===== src/rtl/mic_pdm_decoder.sv =====
// PDM microphone receiver: generates micClk, synchronises micData and decimates by ones-count.
// Optional loudness flag is compiled in with `define MIC_LEVEL_DETECT_EN.
module mic_pdm_decoder #(
    parameter int CLK_DIV = 20,
    parameter int DECIM   = 64,
    parameter int THRESH  = 16
) (
    input  logic                         clk,
    input  logic                         resetn,
    input  logic                         enable,
    input  logic                         micData,
    output logic                         micClk,
    output logic                         chSel,
    output logic [$clog2(DECIM+1)-1:0]   sampleOut,
    output logic                         sampleValid,
    output logic                         loud
);

    localparam int AW = $clog2(DECIM + 1);
    localparam int DW = (CLK_DIV > 1) ? $clog2(CLK_DIV) : 1;

    if (DECIM < 2) begin : g_bad_decim
        $error("mic_pdm_decoder: DECIM must be at least 2");
    end
    if ((CLK_DIV < 1) || (THRESH < 0)) begin : g_bad_cfg
        $error("mic_pdm_decoder: CLK_DIV must be >= 1 and THRESH >= 0");
    end

    logic          r_sync1;
    logic          r_sync2;
    logic [DW-1:0] r_divCnt;
    logic          r_micClk;
    logic [AW-1:0] r_bitCnt;
    logic [AW-1:0] r_acc;
    logic [AW-1:0] r_sampleOut;
    logic          r_sampleValid;

    logic          w_divWrap;
    logic          w_capture;
    logic          w_lastBit;
    logic [AW-1:0] w_sum;

    assign w_divWrap = (r_divCnt == DW'(CLK_DIV - 1));
    // Capture on the high-to-low toggle, i.e. at the end of the micClk high phase.
    assign w_capture = w_divWrap & r_micClk;
    assign w_lastBit = (r_bitCnt == AW'(DECIM - 1));
    assign w_sum     = r_acc + AW'(r_sync2);

    always_ff @(posedge clk or negedge resetn) begin
        if (!resetn) begin
            r_sync1 <= 1'b0;
            r_sync2 <= 1'b0;
        end else begin
            r_sync1 <= micData;
            r_sync2 <= r_sync1;
        end
    end

    always_ff @(posedge clk or negedge resetn) begin
        if (!resetn) begin
            r_divCnt      <= '0;
            r_micClk      <= 1'b0;
            r_bitCnt      <= '0;
            r_acc         <= '0;
            r_sampleOut   <= '0;
            r_sampleValid <= 1'b0;
        end else if (!enable) begin
            // Partial window is dropped; sampleOut keeps the last completed value.
            r_divCnt      <= '0;
            r_micClk      <= 1'b0;
            r_bitCnt      <= '0;
            r_acc         <= '0;
            r_sampleValid <= 1'b0;
        end else begin
            r_sampleValid <= 1'b0;
            if (w_divWrap) begin
                r_divCnt <= '0;
                r_micClk <= ~r_micClk;
            end else begin
                r_divCnt <= r_divCnt + 1'b1;
            end
            if (w_capture) begin
                if (w_lastBit) begin
                    r_sampleOut   <= w_sum;
                    r_sampleValid <= 1'b1;
                    r_acc         <= '0;
                    r_bitCnt      <= '0;
                end else begin
                    r_acc    <= w_sum;
                    r_bitCnt <= r_bitCnt + 1'b1;
                end
            end
        end
    end

`ifdef MIC_LEVEL_DETECT_EN
    logic signed [AW:0] w_dev;
    logic        [AW:0] w_absDev;
    logic               r_loud;

    // One extra bit keeps the signed deviation from the mid-scale exact.
    assign w_dev    = $signed({1'b0, w_sum}) - $signed((AW + 1)'(DECIM / 2));
    assign w_absDev = w_dev[AW] ? -w_dev : w_dev;

    always_ff @(posedge clk or negedge resetn) begin
        if (!resetn) begin
            r_loud <= 1'b0;
        end else if (enable && w_capture && w_lastBit) begin
            r_loud <= (int'({1'b0, w_absDev}) >= THRESH);
        end
    end

    assign loud = r_loud;
`else
    assign loud = 1'b0;
`endif

    assign micClk      = r_micClk;
    assign chSel       = 1'b0;
    assign sampleOut   = r_sampleOut;
    assign sampleValid = r_sampleValid;

endmodule

===== config.mk =====
export PLATFORM = sky130hd
export DESIGN_NAME = mic_pdm_decoder
export DESIGN_NICKNAME = d
export VERILOG_FILES = /design/src/rtl/mic_pdm_decoder.sv
export SDC_FILE = /design/constraint.sdc
export NUM_CORES = 1
export LEC_CHECK = 0
export CAP_MARGIN = 10
export CORE_MARGIN = 2
export CORE_UTILIZATION = 49
export DETAILED_ROUTE_END_ITERATION = 8
export DONT_BUFFER_PORTS = 1
export HOLD_SLACK_MARGIN = 0.12
export SYNTH_ARGS = -nofsm -noshare
export SYNTH_HDL_FRONTEND = slang
export SYNTH_SLANG_ARGS = --single-unit

===== constraint.sdc =====
create_clock -name clk -period 2.88 [get_ports clk]
set_input_delay 0.432 -clock clk [delete_from_list [all_inputs] [get_ports clk]]
set_output_delay 0.432 -clock clk [all_outputs]
set_load 0.05 [all_outputs]

==> results.txt, run 1 <==
Outcome: finished with violations
Failing checks: DRC
Worst Setup End Kind: flip-flop
Die X: 58.8 um
FFs w/ async S/R, synth: 1.00
First-pass GRT wire length: 4370 um
Pin count of the biggest net entering global routing: 31
Max IR drop VDD: 0.000288 V
Post-synth cell types: 33
HP Class: input port to flip-flop
CTS-repair resized insts: 0
Final Skew: 0.0172 ns
CTS tree: built
Routability Congestion: 0.777
FF-to-FF End: sampleOut[1]$_DFFE_PN0P_
Port Buf Inserts: 0
CTS root buffer: clkbuf_4
Hpwl dp: 1610 um
Synth warnings: 0
Crit path kind: flip-flop to flip-flop
Share of cells above drive strength 1: 0.180
Die area: 3460 um2
Tcrit/Tclk final: 0.712
# Post-CTS Setup Buffers: 0
Number of synthesized flops with an enable pin: 0
Post-DRT Antenna Nets: 0
Die Y: 58.8 um
Smallest hold slack: 0.208 ns
Max Root-Sink Buffers: 2
Placed Instances: 153
Headroom to the max-slew limit: 0.579
Max-slew violations: 0
Via count: 958
Global route overflow: 0
Worst Max-Slew Pin Slew: 0.632 ns
Post-Place Worst Slack: 0.900 ns
Synth area leaders: dfrtp_1 51%, mux2_4 6.1%, xnor2_1 3.6%
Final worst slack: 0.830 ns
Fill count: 254
Clock-pin slew on the worst setup and hold paths: 0.09 ns
Static leakage: 0.749 nW
Crit Reg-Reg Startpoint: r_divCnt[0]$_DFF_PN0_
GRT Total Usage: 0.175
Core Box Area: 2810 um2
Arr. time, crit path: 2.28 ns
Sequential fraction of the synthesis area: 0.510
DRT Wirelength: 2540 um
Cell count of the worst reg-to-reg path: 6
Final Hold Fails: 0
Startpoint types: flip-flop
Reg2reg setup slack: 0.83 ns
DR DRC count: 1
Synthesized cell area: 1470 um2
Vias per cell: 5.84
Cts bufs inserted: 5
WL/cell: 15.5 um
Cells after synthesis: 126
Final #Nets: 140
Number of global-route vias before repair: 948
Hold buffers post-CTS: 3
Final min period: 2.05 ns
CTS H-tree depth: 2
Crit. Startpoint: r_divCnt[0]$_DFF_PN0_
RSZ-0062 raised after global routing: no
Max Fclk: 0.488 GHz
Final-report setup violation count: 0
Setup_tns: 0 ns
Layout area overhead: 6.80%
Clock sinks: 30
Iteration count of the initial detailed-routing pass: 6
Mean post-synth cell area: 11.7 um2
Max-cap violations: 0
1st-iter DRT viols: 46
Post-synth top area cell: dfrtp_1
Pwr dens: 460 nW/um2
Antenna violations before repair: 0
CP Data Required Time: 3.11 ns
Finished Layout Cells: 164
Starting Density: 0.525
Critical path peak fanout: 8
Yosys reg bits: 30
Share of the synthesized area in the top cell type: 0.510
Site row count: 19
CP Capture Point: sampleOut[1]$_DFFE_PN0P_
# diodes: 0
Clk Latency, worst-skew pair: 0.34 ns
Post-synth top flop: dfrtp_1
IO Count: 15
## cells in the final DEF (no fill, tap or decap), drive strengths merged, types with 2 or more instances in the layout
master        n
a31o          3
mux2i         2
nor2          4
nor2b         6
o211a         2
mux2          6
nor3b         2
xor2          3
and2          5
ha            4
xnor2         6
o21ai         5
inv           2
a21boi        2
and4b         2
and3          5
buf           2
dfrtp        30
conb          2
a22oi         4
nand2        11
clkbuf        7
dlygate4sd3   2
nand3         8
## power breakdown
group | total, mW | leakage (nW) | switching (mW) | internal [mW]
Clock | 0.265 | 0.0353 | 0.147 | 0.118
Combinational | 0.0280 | 0.307 | 0.0174 | 0.0105
Sequential | 0.429 | 0.407 | 0.00355 | 0.426
Total | 0.722 | 0.749 | 0.168 | 0.554
## final cells by class
| cell class | instances | area [um2] | share of cell area |
|---|---|---|---|
| flip-flops and latches | 30 | 751 | 0.478 |
| multi-input cells | 89 | 667 | 0.424 |
| clock buffers | 7 | 55.1 | 0.0350 |
| repair buffers | 4 | 47.5 | 0.0303 |
| well taps | 31 | 38.8 | 0.0247 |
| inverters | 2 | 7.51 | 0.00478 |
| clock inverters | 1 | 5.00 | 0.00318 |
## cells by family after synthesis
group | count (synthesis) | share of synthesized area
AND/OR/NAND/NOR | 46 | 0.182
adder cells (fa/ha/maj) | 4 | 0.0340
AO/OA/AOI/OAI | 20 | 0.104
buffers and inverters | 8 | 0.0391
XOR/XNOR | 9 | 0.0536
other | 1 | 0.00255
multiplexers | 8 | 0.0748
flip-flops | 30 | 0.510
## flip-flops by register name (all words and copies together), names as in the netlist
register and count:
r_acc 7, r_bitCnt 7, sampleOut 7, r_divCnt 5, micClk 1, r_sync1 1, r_sync2 1, sampleValid 1
## how the worst min path moves through the flow
stage,slack [ns],to,depth (start not counted),startpoint
after CTS,0.19,r_divCnt[1]$_DFF_PN0_,2,enable
final,0.21,r_divCnt[1]$_DFF_PN0_,2,enable
after global placement,0.14,r_divCnt[2]$_DFF_PN0_,0,resetn
after detailed placement,0.14,r_divCnt[4]$_DFF_PN0_,0,resetn
after floorplan,0.14,micClk$_DFFE_PN0P_,0,resetn
after global routing,0.19,r_divCnt[2]$_DFF_PN0_,1,enable
## synthesized netlist by cell type, types with 3 or more instances
cell type and count:
a22oi_1 4, nor2b_1 6, dfrtp_1 30, xor2_1 3, nand3_1 8, xnor2_1 6
and2_1 4, ha_1 4, o21ai_0 5, and3_1 4, buf_4 3, a31o_2 3
nor2_1 4, nand2_1 11, mux2_4 6
## critical path: stages, from the launching register on
cell and delay (ns):
dfrtp_1 0.39, ha_1 0.22, nor4bb_1 0.33, buf_4 0.22
and2_4 0.18, and3_4 0.29, mux2_4 0.31
## metal layers
layer / share of wire / global-route usage
met1: 0.48 / 0.226
met2: 0.44 / 0.254
met3: 0.052 / 0.0571
met4: 0.028 / 0.107
met5: 0 / 0
## per-stage QoR
| step | area (um2) | total power, mW | util |
|---|---|---|---|
| CTS | 1570 | 0.732 | 0.560 |
| floorplan | 1480 | 0.455 | - |
| detailed placement | 1470 | 0.452 | 0.525 |
| global placement | 1470 | 0.452 | 0.525 |
| finish | 1570 | 0.722 | 0.560 |
| global route | 1570 | 0.752 | 0.560 |
Power figures use the tool's default switching activity.
==> inputs of run 2 (changes only) <==
Settings changed: PLACE_DENSITY from default to 0.66.
Clock period 2.88 ns to 1.83 ns, I/O delays scaled along.
==> run 2 against run 1 <==
The flow still finishes with violations (DRC); clock skew shrank 0.0091 ns; global-route usage grew 1.1 points; wire length grew 7.8%; sequential power grew 57%; register-to-register slack lost 0.74 ns; non-clock buffer count grew 11; critical endpoint is now sampleOut[5]$_DFFE_PN0P_; largest cell class unchanged; highest routed layer unchanged.
==> results.txt, run 2 (synthesis results as in run 1) <==
Outcome: finished with violations
Failing checks: DRC
Clk Latency, worst-skew pair: 0.33 ns
Routability Congestion: 0.812
Pin count of the biggest net entering global routing: 31
IO Count: 15
Clk pwr share: 0.330
Headroom to the max-slew limit: 0.531
Startpoint types: flip-flop
Final-report setup violation count: 0
Crit path kind: flip-flop to flip-flop
Post-Place Worst Slack: -0.0208 ns
Cts bufs inserted: 5
Most common cell after layout, fill and taps aside: dfrtp_1
Number of global-route vias before repair: 984
Clock-pin slew on the worst setup and hold paths: 0.09 ns
Psw: 266 uW
Slowest-stage cell, CP: dfrtp_1
Final Power: 1.10 mW
1st-iter DRT viols: 55
Die Y: 58.8 um
Final #Nets: 151
Final worst slack: 0.0911 ns
Slowest stage delay, CP: 0.38 ns
Critical hold path startpoint: enable
Iteration count of the initial detailed-routing pass: 6
Layout area overhead: 12.8%
Port Buf Inserts: 0
FF-to-FF End: sampleOut[5]$_DFFE_PN0P_
Hold Path Sink: sampleValid$_DFF_PN0_
Critical path peak fanout: 8
Setup_tns: 0 ns
Max Root-Sink Buffers: 2
GRT Total Usage: 0.186
Internal power: 830 uW
Commonest cells after routing, fill and taps aside: 30 x dfrtp_1, 11 x nand2_1, 11 x buf_4
Sequential Power Share: 0.616
Hold path depth: 1
CTS tree: built
Site row count: 19
# diodes: 0
Worst Setup End Kind: flip-flop
Worst Max-Slew Pin Slew: 0.701 ns
Fill count: 247
Crit Reg-Reg Startpoint: r_divCnt[1]$_DFF_PN0_
Tcrit/Tclk final: 0.950
Final Skew: 0.00808 ns
Cell Chain, Critical Path: ha_1 -> nor4bb_4 -> and2_4 -> and3_4 -> mux2_4
Vias per cell: 5.79
Max Fclk: 0.575 GHz
Max-slew violations: 0
Die area: 3460 um2
Post-DRT Antenna Nets: 0
Static leakage: 0.802 nW
Cell count of the worst reg-to-reg path: 5
First-pass GRT wire length: 4600 um
HP Class: input port to flip-flop
CTS H-tree depth: 2
Clock sinks: 30
Via count: 1007
Core Box Area: 2810 um2
Reg2reg setup slack: 0.09 ns
Final Hold Fails: 0
Final min period: 1.74 ns
RSZ-0062 raised after global routing: no
DR DRC count: 2
Max IR drop VDD: 0.000444 V
Pwr dens: 660 nW/um2
Share of cells above drive strength 1: 0.245
CTS root buffer: clkbuf_4
Starting Density: 0.525
Max-cap violations: 0
Switching share of power: 0.243
CP Data Required Time: 2.05 ns
DRT Wirelength: 2740 um
Arr. time, crit path: 1.96 ns
Die X: 58.8 um
Antenna violations before repair: 0
Global route overflow: 0
WL/cell: 15.7 um
Hpwl dp: 1840 um
Comb pwr share: 0.054
[run 2: what timing repair did]
| action | CTS | global route |
|---|---|---|
| setup buffers | 0 | 3 |
| endpoints found under the setup margin | 11 | 12 |
| gates resized for setup | 1 | 1 |
| hold endpoints to repair | 51 | 0 |
| hold buffers | 4 | 0 |
[run 2: worst max-delay path by stage]
stage,startpoint,to,slack [ns],cells past startpoint
6_report,r_divCnt[1]$_DFF_PN0_,sampleOut[5]$_DFFE_PN0P_,0.09,5
5_1_grt,r_bitCnt[0]$_DFFE_PN0P_,r_bitCnt[3]$_DFFE_PN0P_,0.005,5
4_1_cts,r_divCnt[1]$_DFF_PN0_,r_acc[4]$_DFFE_PN0P_,0.02,7
3_5_place_dp,r_divCnt[0]$_DFF_PN0_,r_acc[4]$_DFFE_PN0P_,-0.02,7
3_3_place_gp,r_divCnt[0]$_DFF_PN0_,r_acc[4]$_DFFE_PN0P_,0.06,7
2_1_floorplan,r_divCnt[0]$_DFF_PN0_,sampleOut[0]$_DFFE_PN0P_,0.04,7
[run 2: power groups by stage]
| stage | sequential, mW | combinational [mW] | clock [mW] |
|---|---|---|---|
| finish | 0.675 | 0.0592 | 0.362 |
| global route | 0.676 | 0.0649 | 0.409 |
| CTS | 0.674 | 0.0601 | 0.374 |
| detailed placement | 0.687 | 0.0301 | 0 |
| global placement | 0.686 | 0.0289 | 0 |
| floorplan | 0.687 | 0.0294 | 0 |
[run 2: through the flow]
stage | cells | utilization | hold slack [ns] | cell area [um2]
floorplan | 127 | - | -0.0211 | 1480
global placement | 160 | 0.543 | -0.0202 | 1520
detailed placement | 160 | 0.543 | -0.0203 | 1520
CTS | 171 | 0.580 | 0.169 | 1630
global route | 174 | 0.591 | 0.149 | 1660
finish | 174 | 0.591 | 0.176 | 1660
[run 2: area by class of cell]
type	instances	area (um2)	area share
Clock buffer	5	37.5	0.0226
Multi-Input combinational cell	89	682	0.411
Timing Repair Buffer	15	133	0.0799
Inverter	2	7.51	0.00452
Sequential cell	30	751	0.452
Tap cell	31	38.8	0.0234
Clock inverter	2	10.0	0.00603
[run 2: critical path, delay by kind of cell, from the launching register on]
kind	cells	cell delay (ns)
fa+ha+maj	1	0.23
simple gates	3	0.71
mux	1	0.31
flops	1	0.38
[run 2: routing by layer]
layer	part of all wire	GRT usage	vias to the layer above
met1	0.46	0.246	513
met3	0.047	0.0791	5
li1	-	-	474
met2	0.47	0.268	15
met4	0.017	0.0779	0
met5	0	0	-
